--- src/rtl/core_pkg.sv ---
// Shared decode/ALU definitions: opcodes, funct codes, immediate kinds and the
// registered issue bundle handed to the execute stage.
package core_pkg;

    localparam int unsigned CoreXlen = 32;
    localparam int unsigned CoreNreg = 32;

    localparam logic [6:0] OpcOp    = 7'b0110011;
    localparam logic [6:0] OpcOpImm = 7'b0010011;
    localparam logic [6:0] OpcLoad  = 7'b0000011;
    localparam logic [6:0] OpcStore = 7'b0100011;
    localparam logic [6:0] OpcLui   = 7'b0110111;
    localparam logic [6:0] OpcAuipc = 7'b0010111;

    localparam logic [2:0] F3Add  = 3'b000;
    localparam logic [2:0] F3Sll  = 3'b001;
    localparam logic [2:0] F3Srx  = 3'b101;
    localparam logic [6:0] F7Zero = 7'b0000000;

    typedef enum logic [1:0] {ImmI, ImmS, ImmU} imm_type_e;

    typedef struct packed {
        logic [CoreXlen-1:0] op1;
        logic [CoreXlen-1:0] op2;
        logic [6:0]          opcode;
        logic [2:0]          funct3;
        logic [6:0]          funct7;
        logic [6:0]          orig_opcode;
        logic [4:0]          rd;
        logic                wen;
        logic [CoreXlen-1:0] store_data;
        logic [CoreXlen-1:0] pc;
        logic                illegal;
    } dec_bundle_t;

endpackage

--- src/rtl/decode_stage_if.sv ---
// Fetch-side and execute-side handshakes of the decode stage.
// slave: the decode stage; master: its fetch/execute neighbours.
interface decode_stage_if #(
    parameter int unsigned XLEN = 32
);
    logic            if_valid;
    logic            if_ready;
    logic [31:0]     if_instr;
    logic [XLEN-1:0] if_pc;

    logic            ex_valid;
    logic            ex_ready;
    logic [XLEN-1:0] ex_op1;
    logic [XLEN-1:0] ex_op2;
    logic [6:0]      ex_opcode;
    logic [2:0]      ex_funct3;
    logic [6:0]      ex_funct7;
    logic [6:0]      ex_orig_opcode;
    logic [4:0]      ex_rd;
    logic            ex_wen;
    logic [XLEN-1:0] ex_store_data;
    logic [XLEN-1:0] ex_pc;
    logic            ex_illegal;

    modport slave (
        input  if_valid, if_instr, if_pc, ex_ready,
        output if_ready, ex_valid, ex_op1, ex_op2, ex_opcode, ex_funct3, ex_funct7,
               ex_orig_opcode, ex_rd, ex_wen, ex_store_data, ex_pc, ex_illegal
    );

    modport master (
        output if_valid, if_instr, if_pc, ex_ready,
        input  if_ready, ex_valid, ex_op1, ex_op2, ex_opcode, ex_funct3, ex_funct7,
               ex_orig_opcode, ex_rd, ex_wen, ex_store_data, ex_pc, ex_illegal
    );
endinterface

--- src/rtl/imm_gen.sv ---
// Combinational immediate generator: I/S/U immediates sign-extended to XLEN.
module imm_gen
    import core_pkg::*;
#(
    parameter int unsigned XLEN = CoreXlen
) (
    input  logic [31:0]     instr,
    input  imm_type_e       imm_type,
    output logic [XLEN-1:0] imm
);
    logic unused_opc;
    assign unused_opc = ^instr[6:0];

    always_comb begin
        case (imm_type)
            ImmS:    imm = XLEN'($signed({instr[31:25], instr[11:7]}));
            ImmU:    imm = XLEN'($signed({instr[31:12], 12'b0}));
            default: imm = XLEN'($signed(instr[31:20]));
        endcase
    end
endmodule

--- src/rtl/decode_stage.sv ---
// Decode and operand-issue stage feeding the ALU. Define DECODE_FORWARD_EN to
// enable EX/MEM forwarding (load-use stall only); otherwise any RAW match stalls.
module decode_stage
    import core_pkg::*;
#(
    parameter int unsigned XLEN = CoreXlen,
    parameter int unsigned NREG = CoreNreg,
    localparam int unsigned RegAw = $clog2(NREG)
) (
    input  logic             clk,
    input  logic             rst_n,
    decode_stage_if.slave    bus,
    output logic [RegAw-1:0] rf_rs1_addr,
    output logic [RegAw-1:0] rf_rs2_addr,
    input  logic [XLEN-1:0]  rf_rs1_data,
    input  logic [XLEN-1:0]  rf_rs2_data,
    input  logic             fw_ex_wen,
    input  logic [RegAw-1:0] fw_ex_rd,
    input  logic [XLEN-1:0]  fw_ex_data,
    input  logic             fw_ex_is_load,
    input  logic             fw_mem_wen,
    input  logic [RegAw-1:0] fw_mem_rd,
    input  logic [XLEN-1:0]  fw_mem_data,
    input  logic             flush
);
    logic [6:0]       opc;
    logic [2:0]       f3;
    logic [6:0]       f7;
    logic [RegAw-1:0] rs1, rs2, rd;

    assign opc = bus.if_instr[6:0];
    assign rd  = bus.if_instr[11:7];
    assign f3  = bus.if_instr[14:12];
    assign rs1 = bus.if_instr[19:15];
    assign rs2 = bus.if_instr[24:20];
    assign f7  = bus.if_instr[31:25];

    assign rf_rs1_addr = rs1;
    assign rf_rs2_addr = rs2;

    logic use1, use2;
    always_comb begin
        use1 = 1'b0;
        use2 = 1'b0;
        case (opc)
            OpcOp, OpcStore:   begin use1 = 1'b1; use2 = 1'b1; end
            OpcOpImm, OpcLoad: use1 = 1'b1;
            default:           ;
        endcase
    end

    // A hit already implies rd != 0, so x0 never matches a producer.
    logic ex_hit1, ex_hit2, mem_hit1, mem_hit2;
    assign ex_hit1  = fw_ex_wen && (fw_ex_rd != '0) && (fw_ex_rd == rs1);
    assign ex_hit2  = fw_ex_wen && (fw_ex_rd != '0) && (fw_ex_rd == rs2);
    assign mem_hit1 = fw_mem_wen && (fw_mem_rd != '0) && (fw_mem_rd == rs1);
    assign mem_hit2 = fw_mem_wen && (fw_mem_rd != '0) && (fw_mem_rd == rs2);

    logic            stall;
    logic [XLEN-1:0] rs1_val, rs2_val;

`ifdef DECODE_FORWARD_EN
    assign stall = fw_ex_is_load && ((use1 && ex_hit1) || (use2 && ex_hit2));

    always_comb begin
        if (rs1 == '0)    rs1_val = '0;
        else if (ex_hit1)  rs1_val = fw_ex_data;
        else if (mem_hit1) rs1_val = fw_mem_data;
        else               rs1_val = rf_rs1_data;
        if (rs2 == '0)    rs2_val = '0;
        else if (ex_hit2)  rs2_val = fw_ex_data;
        else if (mem_hit2) rs2_val = fw_mem_data;
        else               rs2_val = rf_rs2_data;
    end
`else
    assign stall = (use1 && (ex_hit1 || mem_hit1)) || (use2 && (ex_hit2 || mem_hit2));
    assign rs1_val = (rs1 == '0) ? '0 : rf_rs1_data;
    assign rs2_val = (rs2 == '0) ? '0 : rf_rs2_data;

    logic unused_fw;
    assign unused_fw = ^{fw_ex_data, fw_mem_data, fw_ex_is_load};
`endif

    imm_type_e       imm_type;
    logic [XLEN-1:0] imm;

    always_comb begin
        case (opc)
            OpcStore:        imm_type = ImmS;
            OpcLui, OpcAuipc: imm_type = ImmU;
            default:         imm_type = ImmI;
        endcase
    end

    imm_gen #(.XLEN(XLEN)) u_imm_gen (
        .instr    (bus.if_instr),
        .imm_type (imm_type),
        .imm      (imm)
    );

    // Memory and upper-immediate forms collapse onto an OPIMM add.
    dec_bundle_t dec;
    logic        wen_raw;
    always_comb begin
        dec             = '0;
        dec.opcode      = OpcOpImm;
        dec.funct3      = F3Add;
        dec.funct7      = F7Zero;
        dec.orig_opcode = opc;
        dec.rd          = rd;
        dec.pc          = bus.if_pc;
        wen_raw         = 1'b0;
        case (opc)
            OpcOp: begin
                dec.op1    = rs1_val;
                dec.op2    = rs2_val;
                dec.opcode = OpcOp;
                dec.funct3 = f3;
                dec.funct7 = f7;
                wen_raw    = 1'b1;
            end
            OpcOpImm: begin
                dec.op1    = rs1_val;
                dec.op2    = imm;
                dec.funct3 = f3;
                dec.funct7 = (f3 == F3Sll || f3 == F3Srx) ? f7 : F7Zero;
                wen_raw    = 1'b1;
            end
            OpcLoad: begin
                dec.op1 = rs1_val;
                dec.op2 = imm;
                wen_raw = 1'b1;
            end
            OpcStore: begin
                dec.op1        = rs1_val;
                dec.op2        = imm;
                dec.store_data = rs2_val;
            end
            OpcLui: begin
                dec.op2 = imm;
                wen_raw = 1'b1;
            end
            OpcAuipc: begin
                dec.op1 = bus.if_pc;
                dec.op2 = imm;
                wen_raw = 1'b1;
            end
            default: dec.illegal = 1'b1;
        endcase
        dec.wen = wen_raw && (rd != '0);
    end

    logic        valid_q;
    dec_bundle_t bundle_q;
    logic        slot_free, take;

    assign slot_free    = !valid_q || bus.ex_ready;
    assign bus.if_ready = slot_free && !stall && !flush;
    assign take         = bus.if_valid && bus.if_ready;

    always_ff @(posedge clk or negedge rst_n) begin
        if (!rst_n) begin
            valid_q  <= 1'b0;
            bundle_q <= '0;
        end else begin
            if (flush)          valid_q <= 1'b0;
            else if (slot_free) valid_q <= take;
            if (take)           bundle_q <= dec;
        end
    end

    assign bus.ex_valid       = valid_q;
    assign bus.ex_op1         = bundle_q.op1;
    assign bus.ex_op2         = bundle_q.op2;
    assign bus.ex_opcode      = bundle_q.opcode;
    assign bus.ex_funct3      = bundle_q.funct3;
    assign bus.ex_funct7      = bundle_q.funct7;
    assign bus.ex_orig_opcode = bundle_q.orig_opcode;
    assign bus.ex_rd          = bundle_q.rd;
    assign bus.ex_wen         = bundle_q.wen;
    assign bus.ex_store_data  = bundle_q.store_data;
    assign bus.ex_pc          = bundle_q.pc;
    assign bus.ex_illegal     = bundle_q.illegal;
endmodule

--- src/flat_wrapper.sv ---
// flat-port wrapper written by rule: the top's interface ports become plain ports
module decode_stage_flat import core_pkg::*;
#(
    parameter int unsigned XLEN = CoreXlen,
    parameter int unsigned NREG = CoreNreg,
    localparam int unsigned RegAw = $clog2(NREG)
)
  (clk, rst_n, rf_rs1_addr, rf_rs2_addr, rf_rs1_data, rf_rs2_data, fw_ex_wen, fw_ex_rd, fw_ex_data, fw_ex_is_load, fw_mem_wen, fw_mem_rd, fw_mem_data, flush, bus_if_valid, bus_if_instr, bus_if_pc, bus_ex_ready, bus_if_ready, bus_ex_valid, bus_ex_op1, bus_ex_op2, bus_ex_opcode, bus_ex_funct3, bus_ex_funct7, bus_ex_orig_opcode, bus_ex_rd, bus_ex_wen, bus_ex_store_data, bus_ex_pc, bus_ex_illegal);
  decode_stage_if #(.XLEN(XLEN)) bus_i ();
  input  logic clk;
  input  logic rst_n;
  output logic [RegAw-1:0] rf_rs1_addr;
  output logic [RegAw-1:0] rf_rs2_addr;
  input  logic [XLEN-1:0] rf_rs1_data;
  input  logic [XLEN-1:0] rf_rs2_data;
  input  logic fw_ex_wen;
  input  logic [RegAw-1:0] fw_ex_rd;
  input  logic [XLEN-1:0] fw_ex_data;
  input  logic fw_ex_is_load;
  input  logic fw_mem_wen;
  input  logic [RegAw-1:0] fw_mem_rd;
  input  logic [XLEN-1:0] fw_mem_data;
  input  logic flush;
  input wire logic [$bits(bus_i.if_valid)-1:0] bus_if_valid;
  input wire logic [$bits(bus_i.if_instr)-1:0] bus_if_instr;
  input wire logic [$bits(bus_i.if_pc)-1:0] bus_if_pc;
  input wire logic [$bits(bus_i.ex_ready)-1:0] bus_ex_ready;
  output wire logic [$bits(bus_i.if_ready)-1:0] bus_if_ready;
  output wire logic [$bits(bus_i.ex_valid)-1:0] bus_ex_valid;
  output wire logic [$bits(bus_i.ex_op1)-1:0] bus_ex_op1;
  output wire logic [$bits(bus_i.ex_op2)-1:0] bus_ex_op2;
  output wire logic [$bits(bus_i.ex_opcode)-1:0] bus_ex_opcode;
  output wire logic [$bits(bus_i.ex_funct3)-1:0] bus_ex_funct3;
  output wire logic [$bits(bus_i.ex_funct7)-1:0] bus_ex_funct7;
  output wire logic [$bits(bus_i.ex_orig_opcode)-1:0] bus_ex_orig_opcode;
  output wire logic [$bits(bus_i.ex_rd)-1:0] bus_ex_rd;
  output wire logic [$bits(bus_i.ex_wen)-1:0] bus_ex_wen;
  output wire logic [$bits(bus_i.ex_store_data)-1:0] bus_ex_store_data;
  output wire logic [$bits(bus_i.ex_pc)-1:0] bus_ex_pc;
  output wire logic [$bits(bus_i.ex_illegal)-1:0] bus_ex_illegal;
  assign bus_i.if_valid = bus_if_valid;
  assign bus_i.if_instr = bus_if_instr;
  assign bus_i.if_pc = bus_if_pc;
  assign bus_i.ex_ready = bus_ex_ready;
  assign bus_if_ready = bus_i.if_ready;
  assign bus_ex_valid = bus_i.ex_valid;
  assign bus_ex_op1 = bus_i.ex_op1;
  assign bus_ex_op2 = bus_i.ex_op2;
  assign bus_ex_opcode = bus_i.ex_opcode;
  assign bus_ex_funct3 = bus_i.ex_funct3;
  assign bus_ex_funct7 = bus_i.ex_funct7;
  assign bus_ex_orig_opcode = bus_i.ex_orig_opcode;
  assign bus_ex_rd = bus_i.ex_rd;
  assign bus_ex_wen = bus_i.ex_wen;
  assign bus_ex_store_data = bus_i.ex_store_data;
  assign bus_ex_pc = bus_i.ex_pc;
  assign bus_ex_illegal = bus_i.ex_illegal;
  decode_stage #(.XLEN(XLEN), .NREG(NREG)) u_core (.clk(clk), .rst_n(rst_n), .bus(bus_i), .rf_rs1_addr(rf_rs1_addr), .rf_rs2_addr(rf_rs2_addr), .rf_rs1_data(rf_rs1_data), .rf_rs2_data(rf_rs2_data), .fw_ex_wen(fw_ex_wen), .fw_ex_rd(fw_ex_rd), .fw_ex_data(fw_ex_data), .fw_ex_is_load(fw_ex_is_load), .fw_mem_wen(fw_mem_wen), .fw_mem_rd(fw_mem_rd), .fw_mem_data(fw_mem_data), .flush(flush));
endmodule
--- config.mk ---
export PLATFORM = sky130hd
export DESIGN_NAME = decode_stage_flat
export DESIGN_NICKNAME = d
export VERILOG_FILES = /design/src/rtl/core_pkg.sv /design/src/rtl/decode_stage_if.sv /design/src/rtl/imm_gen.sv /design/src/rtl/decode_stage.sv /design/src/flat_wrapper.sv
export SDC_FILE = /design/constraint.sdc
export NUM_CORES = 1
export LEC_CHECK = 0
export BUFFER_PORTS_ARGS = -buffer_cell sky130_fd_sc_hd__buf_2
export CAP_MARGIN = 20
export CORE_AREA = 2 2 146 148
export CTS_CLUSTER_DIAMETER = 40
export DETAILED_ROUTE_END_ITERATION = 10
export DIE_AREA = 0 0 148 150
export PLACE_DENSITY = 0.66
export SYNTH_ARGS = -nofsm -noshare
export SYNTH_HDL_FRONTEND = slang
export SYNTH_SLANG_ARGS = --single-unit
--- constraint.sdc ---
create_clock -name clk -period 2.29 [get_ports clk]
set_input_delay 0.229 -clock clk [delete_from_list [all_inputs] [get_ports clk]]
set_output_delay 0.229 -clock clk [all_outputs]
set_load 0.01 [all_outputs]
After elaboration in Yosys (flattened, before gate mapping)
Index checks and enable logic that the tools add are counted.
{"block": "word_totals", "ff_bits": 160, "word_cells": 74}
{"block": "op_classes", "n_eq_ne": 14, "muxes": 16, "n_reduce_logical": 32}
{"cell": "32-bit case mux with 2 select lines", "n": 2}
{"cell": "32-bit two-way mux", "n": 3}
{"cell": "31-bit case mux with 2 select lines", "n": 1}
{"cell": "7-bit by 6-bit equality test with 1-bit output (second input constant)", "n": 3}
{"cell": "5-bit equality test", "n": 4}
{"cell": "10-bit case mux with 2 select lines", "n": 1}
{"cell": "5-bit nonzero test", "n": 3}
{"cell": "7-bit by 5-bit equality test with 1-bit output (second input constant)", "n": 2}
{"cell": "1-bit logical AND", "n": 12}
{"cell": "5-bit logical NOT", "n": 2}
{"cell": "5-bit OR reduction", "n": 2}
{"cell": "7-bit by 2-bit equality test with 1-bit output (second input constant)", "n": 1}
{"cell": "7-bit two-way mux", "n": 1}
{"cell": "1-bit two-way mux", "n": 6}
{"cell": "6-bit two-way mux", "n": 1}
{"cell": "6-bit OR reduction", "n": 1}
{"cell": "1-bit logical OR", "n": 5}
{"cell": "2-bit case mux with 2 select lines", "n": 1}
{"cell": "2-bit OR reduction", "n": 2}
{"cell": "4-bit OR reduction", "n": 1}
{"cell": "3-bit by 1-bit equality test with 1-bit output (second input constant)", "n": 1}
{"cell": "3-bit equality test (second input constant)", "n": 1}
{"cell": "1-bit logical NOT", "n": 3}
{"cell": "2-bit by 1-bit equality test with 1-bit output (second input constant)", "n": 1}
{"cell": "other kinds (2)", "n": 2}

Depth between registers and ports, before layout
{"block": "depth", "word_depth": 12, "ltp_mapped": 13, "ltp_nobuf": 10}

Hierarchy
A second synthesis with hierarchy kept.
{"block": "hier_totals", "cells_unflattened": 593, "hier_area_um2": 8185.4}
{"mod": "decode_stage", "n_inst": 1, "cells_each": 549, "area_each_um2": 7836.3, "seq_area_each_um2": 3878.7}
{"mod": "imm_gen", "n_inst": 1, "cells_each": 44, "area_each_um2": 349.1, "seq_area_each_um2": 0.0}

Least setup slack after synthesis
OpenSTA, ideal clock, no wires.
{"block": "synth_timing", "path_type": "input-to-reg", "from": "in bus_if_instr[3]", "to": "reg u_core.bundle_q (netlist bit u_core.bus.ex_op2[20])", "arrival_time_ps": 3014, "slack_ps": -849, "path_stages": 12, "path_buffers": 4, "path_cell_list": "and4bb_2 nand3b_1 nor2_1 clkinv_1 clkbuf_1 ha_1 clkbuf_1 a21o_1 clkbuf_1 clkbuf_1 o22ai_1 mux2_4"}
{"block": "synth_via", "elab_chain_cells": 9, "word_cells_on_any_way": 24, "cone_classes": "8 x eq/ne; 5 x mux; 11 x reduce/logical"}
{"element": "from (decl)", "line_no": "flat_wrapper.sv:25", "rtl": "input wire logic [$bits(bus_i.if_instr)-1:0] bus_if_instr;"}
{"element": "branches (longest 9 deep; another with 32-bit case mux with 2 select lines)"}
{"element": "to (signal assigned)", "line_no": "decode_stage.sv:164", "rtl": "bundle_q <= '0;"}
{"element": "to (signal assigned)", "line_no": "decode_stage.sv:168", "rtl": "if (take) bundle_q <= dec;"}
{"element": "to (decl)", "line_no": "decode_stage.sv:154", "rtl": "dec_bundle_t bundle_q;"}
Several ways; the timed one is not identified.
A chain may end at the register's enable or synchronous reset.

Worst setup path in the final report
{"block": "layout_timing", "from": "in fw_mem_rd[0]", "to": "reg u_core.bundle_q (netlist bit u_core.bus.ex_store_data[8])"}
{"block": "layout_via", "elab_chain_cells": 10, "word_cells_on_any_way": 15, "cone_classes": "2 x eq/ne; 13 x reduce/logical"}
{"element": "from (decl)", "line_no": "flat_wrapper.sv:21", "rtl": "input logic [RegAw-1:0] fw_mem_rd;"}
{"element": "5-bit nonzero test", "line_no": "decode_stage.sv:56, decode_stage.sv:57"}
{"element": "1-bit logical AND", "line_no": "decode_stage.sv:56, decode_stage.sv:57"}
{"element": "1-bit logical AND, on equally long branches", "line_no": "decode_stage.sv:56, decode_stage.sv:57"}
{"element": "1-bit logical OR", "line_no": "decode_stage.sv:76", "rtl": "assign stall = (use1 && (ex_hit1 || mem_hit1)) || (use2 && (ex_hit2 || mem_hit2));"}
{"element": "1-bit logical AND", "line_no": "decode_stage.sv:76"}
{"element": "1-bit logical OR *", "line_no": "decode_stage.sv:76"}
{"element": "1-bit logical NOT *", "line_no": "decode_stage.sv:158", "rtl": "assign bus.if_ready = slot_free && !stall && !flush;"}
{"element": "1-bit logical AND * (2 in series)", "line_no": "decode_stage.sv:158"}
{"element": "1-bit logical AND *", "line_no": "decode_stage.sv:159", "rtl": "assign take = bus.if_valid && bus.if_ready;"}
Every way passes the cells marked *; elsewhere a longest branch is shown, timed or not.

==> impl_metrics.xml <==
<?xml version="1.0" encoding="UTF-8"?>
<metrics>
  <group name="sta">
    <metric name="period_needed" unit="ps">2410</metric>
    <metric name="final_critical_path_share_of_the_clock_period" unit="%">105</metric>
    <metric name="achievable-frequency" unit="MHz">414</metric>
    <metric name="setup_viol_count_final" unit="">145</metric>
    <metric name="worst_slew_margin_rel" unit="%">35.1</metric>
    <metric name="final_max_slew_viol_count" unit="">0</metric>
    <metric name="timing.final.ws_setup" unit="ps">-124</metric>
    <metric name="setup_repair_after_global_routing_missed_its_margin" unit="">true</metric>
    <metric name="hold_violations" unit="">0</metric>
    <metric name="fin_skew" unit="ps">12.7</metric>
    <metric name="actual_slew_at_the_worst_max_slew_pin" unit="ps">972</metric>
  </group>
  <group name="synthesis">
    <metric name="synth_top_cell_area_share" unit="%">48.5</metric>
    <metric name="syn_area_per_cell" unit="sq um">13.1</metric>
    <metric name="ys_ff_latch" unit="">155</metric>
    <metric name="synthTopCellsByCount" unit="">155 x dfrtp_1, 141 x mux2_4, 40 x nand2_1, 35 x nor2_1, 32 x a22o_1</metric>
    <metric name="netlist_top_cells_area" unit="">dfrtp_1 49%, mux2_4 26%, a22o_1 3.5%, buf_6 2.4%, nand2_1 1.9%</metric>
    <metric name="synthesis.instances" unit="">612</metric>
    <metric name="proportion_of_synthesized_chip_area_in_sequential_cells" unit="%">48.5</metric>
    <metric name="synth-warning-count" unit="">0</metric>
    <metric name="synth_edf_count" unit="">0</metric>
    <metric name="synthesis.area" unit="sq um">7990</metric>
    <metric name="synth_most_common_cell" unit="">dfrtp_1</metric>
    <metric name="ys_types" unit="">35</metric>
    <metric name="synth_top_flop_cell" unit="">dfrtp_1</metric>
    <metric name="ffs_w_async_s_r_synth" unit="%">100</metric>
    <metric name="netlist.top_cell.by_area" unit="">dfrtp_1</metric>
  </group>
  <group name="finish">
    <metric name="instances_no_fill" unit="">1258</metric>
    <metric name="fillerInstances" unit="">1797</metric>
    <metric name="synthToLayoutAreaGrowth" unit="%">39.0</metric>
    <metric name="layout.area.seq" unit="sq um">3880</metric>
    <metric name="multi_input_area" unit="sq um">3780</metric>
    <metric name="design.final.nets" unit="">1181</metric>
    <metric name="post_route_cells_drive_above_1_share" unit="%">59.8</metric>
  </group>
  <group name="placed_design">
    <metric name="hpwl_after_detailed_placement" unit="microns">18800</metric>
    <metric name="dpl.cell_count" unit="">1212</metric>
    <metric name="globalplace.congestion" unit="">0.878</metric>
    <metric name="port_buffers" unit="">312</metric>
  </group>
  <group name="clock_network">
    <metric name="latest_clock_arrival_within_the_worst_skew_pair" unit="ps">420</metric>
    <metric name="clock_path_buffers" unit="">2</metric>
    <metric name="tritoncts" unit="">done</metric>
    <metric name="root_buffer" unit="">clkbuf_16</metric>
    <metric name="htreeDepth" unit="">4</metric>
    <metric name="numClockSinks" unit="">155</metric>
    <metric name="clk_pin_slew_worst_paths" unit="ps">70</metric>
    <metric name="cts-buffers-inserted" unit="">17</metric>
  </group>
  <group name="route">
    <metric name="drcViolationCount" unit="">0</metric>
    <metric name="routed-via-count" unit="">6373</metric>
    <metric name="wl_per_cell" unit="microns">20.0</metric>
    <metric name="final_ant_viol_nets" unit="">0</metric>
    <metric name="first_iter_violations" unit="">340</metric>
    <metric name="route.detailed.vias_per_inst" unit="">5.07</metric>
    <metric name="postRouteWirelength" unit="microns">25100</metric>
    <metric name="drt_first_pass_iters" unit="">6</metric>
  </group>
  <group name="global_routing">
    <metric name="grt_overflow" unit="">0</metric>
    <metric name="grt_pass1_wl" unit="microns">36700</metric>
    <metric name="antenna_found_initial" unit="">5</metric>
    <metric name="first_global_vias" unit="">6413</metric>
    <metric name="grtUsageTotal" unit="%">21.9</metric>
    <metric name="largest_net_degree_at_the_start_of_global_routing" unit="">61</metric>
  </group>
  <group name="floorplanning">
    <metric name="die-height" unit="microns">150</metric>
    <metric name="die_area" unit="sq um">22200</metric>
    <metric name="initial_utilization" unit="%">38.6</metric>
    <metric name="boundaryPins" unit="">381</metric>
    <metric name="std_cell_rows" unit="">53</metric>
    <metric name="fp.coreArea" unit="sq um">20700</metric>
    <metric name="die_w" unit="microns">148</metric>
  </group>
  <group name="setup_path">
    <metric name="crit_arrival" unit="ps">2710</metric>
    <metric name="setup.worst_path.end_class" unit="">flip-flop</metric>
    <metric name="minimum_setup_slack_among_reg_to_reg_paths" unit="ps">-40</metric>
    <metric name="worst-setup-path-type" unit="">input pin to flip-flop</metric>
    <metric name="timing.critical_path.required" unit="ps">2590</metric>
    <metric name="critPathMaxFanout" unit="">15</metric>
    <metric name="timing.critical_path.from_type" unit="">input pin</metric>
  </group>
  <group name="power">
    <metric name="p_leak" unit="uW">0.00619</metric>
    <metric name="worst_ir_drop_vdd" unit="uV">404</metric>
    <metric name="pwr_density_cell" unit="nW/um^2">623</metric>
    <metric name="fin_total_pwr" unit="uW">6930</metric>
  </group>
  <group name="run">
    <metric name="drv.max_cap_violation_count" unit="">0</metric>
  </group>
  <group name="run_status">
    <metric name="run_status" unit="">complete, but fails checks</metric>
    <metric name="violations_in_the_final_reports" unit="">setup timing</metric>
  </group>
  <group name="min_path">
    <metric name="hp-class" unit="">input pin to flip-flop</metric>
  </group>
</metrics>
-- worst paths after layout --
check                      cells after the start                                     from                                      end
max                                            9                             fw_mem_rd[0]  u_core.bus.ex_store_data[8]$_DFFE_PN0P_
min                                            2                             bus_if_pc[6]          u_core.bus.ex_pc[6]$_DFFE_PN0P_
max reg2reg                                    7          u_core.bus.ex_valid$_DFFE_PN0P_  u_core.bus.ex_store_data[8]$_DFFE_PN0P_
min reg2reg                                    1  u_core.bus.ex_store_data[3]$_DFFE_PN0P_  u_core.bus.ex_store_data[3]$_DFFE_PN0P_
max in group asynchronous                      3                                    rst_n        u_core.bus.ex_op1[31]$_DFFE_PN0P_
min in group asynchronous                      2                                    rst_n      u_core.bus.ex_funct7[0]$_DFFE_PN0P_
-- placed cells by master, fill, tap and decap left out, types with 6 or more instances in the layout --
cell type / count
a32o_1: 6
buf_12: 13
buf_2: 309
inv_1: 12
nor2_1: 33
mux2_4: 141
a22o_1: 32
a21oi_2: 10
o22ai_1: 24
buf_4: 50
clkbuf_16: 20
nand2_1: 40
mux2i_1: 7
and3_1: 12
xnor2_1: 15
a21oi_1: 13
buf_6: 6
nand3_1: 7
dfrtp_1: 155
-- cells by family (layout without fill, tap and decap cells) --
| kind of cell | Yosys count | in the layout | share of synthesized area, % |
|---|---|---|---|
| xor+xnor | 20 | 20 | 2.19 |
| flops | 155 | 155 | 48.5 |
| buf+inv | 68 | 435 | 5.49 |
| simple gates | 116 | 116 | 6.81 |
| compound gates | 97 | 97 | 8.55 |
| other cells | 1 | 5 | 0.0469 |
| fa+ha+maj | 2 | 2 | 0.313 |
| mux | 153 | 153 | 28.1 |
-- stage by stage --
| stage | util [%] | setup TNS (ps) | cell area (sq um) | hold WS (ps) | setup WS, ps |
|---|---|---|---|---|---|
| global placement | 49.6 | -84690 | 10300 | 179 | -581 |
| floorplan | - | -36490 | 8120 | -66.6 | -255 |
| global route | 53.7 | -17670 | 11100 | 44.7 | -152 |
| detailed placement | 49.6 | -85970 | 10300 | 180 | -595 |
| CTS | 52.9 | -9510 | 10900 | 29.8 | -90.9 |
| finish | 53.7 | -13610 | 11100 | 61.2 | -124 |
-- routing by layer --
layer	share of wire [%]	up-vias	track usage [%]
met1	42	3141	27.8
met3	8.1	32	6.40
li1	-	2893	-
met2	48	305	35.9
met5	0.028	-	0
met4	1.7	2	7.05
-- state kept, by name, indices dropped and copies added (netlist names) --
signal / flops
u_core.bus.ex_opcode: 2
u_core.bus.ex_funct3: 3
u_core.bus.ex_op1: 32
u_core.bus.ex_rd: 5
u_core.bus.ex_pc: 32
u_core.bus.ex_illegal: 1
u_core.bus.ex_orig_opcode: 7
u_core.bus.ex_wen: 1
u_core.bus.ex_valid: 1
u_core.bus.ex_op2: 32
u_core.bus.ex_store_data: 32
u_core.bus.ex_funct7: 7
-- area by class of cell --
cell class	instances	share of cell area [%]
diodes	2	0.0450
clock buffers	18	3.95
clock inverters	13	0.980
inverters	13	0.450
multi-input cells	391	34.1
flip-flops and latches	155	34.9
well taps	275	3.10
repair buffers	391	22.5
-- power breakdown --
| group | switching (uW) | internal, uW |
|---|---|---|
| registers | 104 | 2910 |
| clock network | 1240 | 1440 |
| logic | 570 | 667 |
-- worst max-delay path, stage by stage --
cell and delay, ps:
buf_6 90, or4_4 530, o21ai_4 190, nor4_2 50, or3_1 370, or4_4 570, buf_12 200, buf_12 160
mux2_4 300
-- timing repair --
| item | CTS | global route |
|---|---|---|
| hold buffers | 2 | 0 |
| setup buffers | 5 | 1 |
| hold endpoints to repair | 41 | 0 |
| setup endpoints to repair | 138 | 148 |
| gates cloned | 1 | 4 |
| resized for setup | 13 | 16 |
| pin swaps | 2 | 0 |
(Power assumes the default switching activity.)
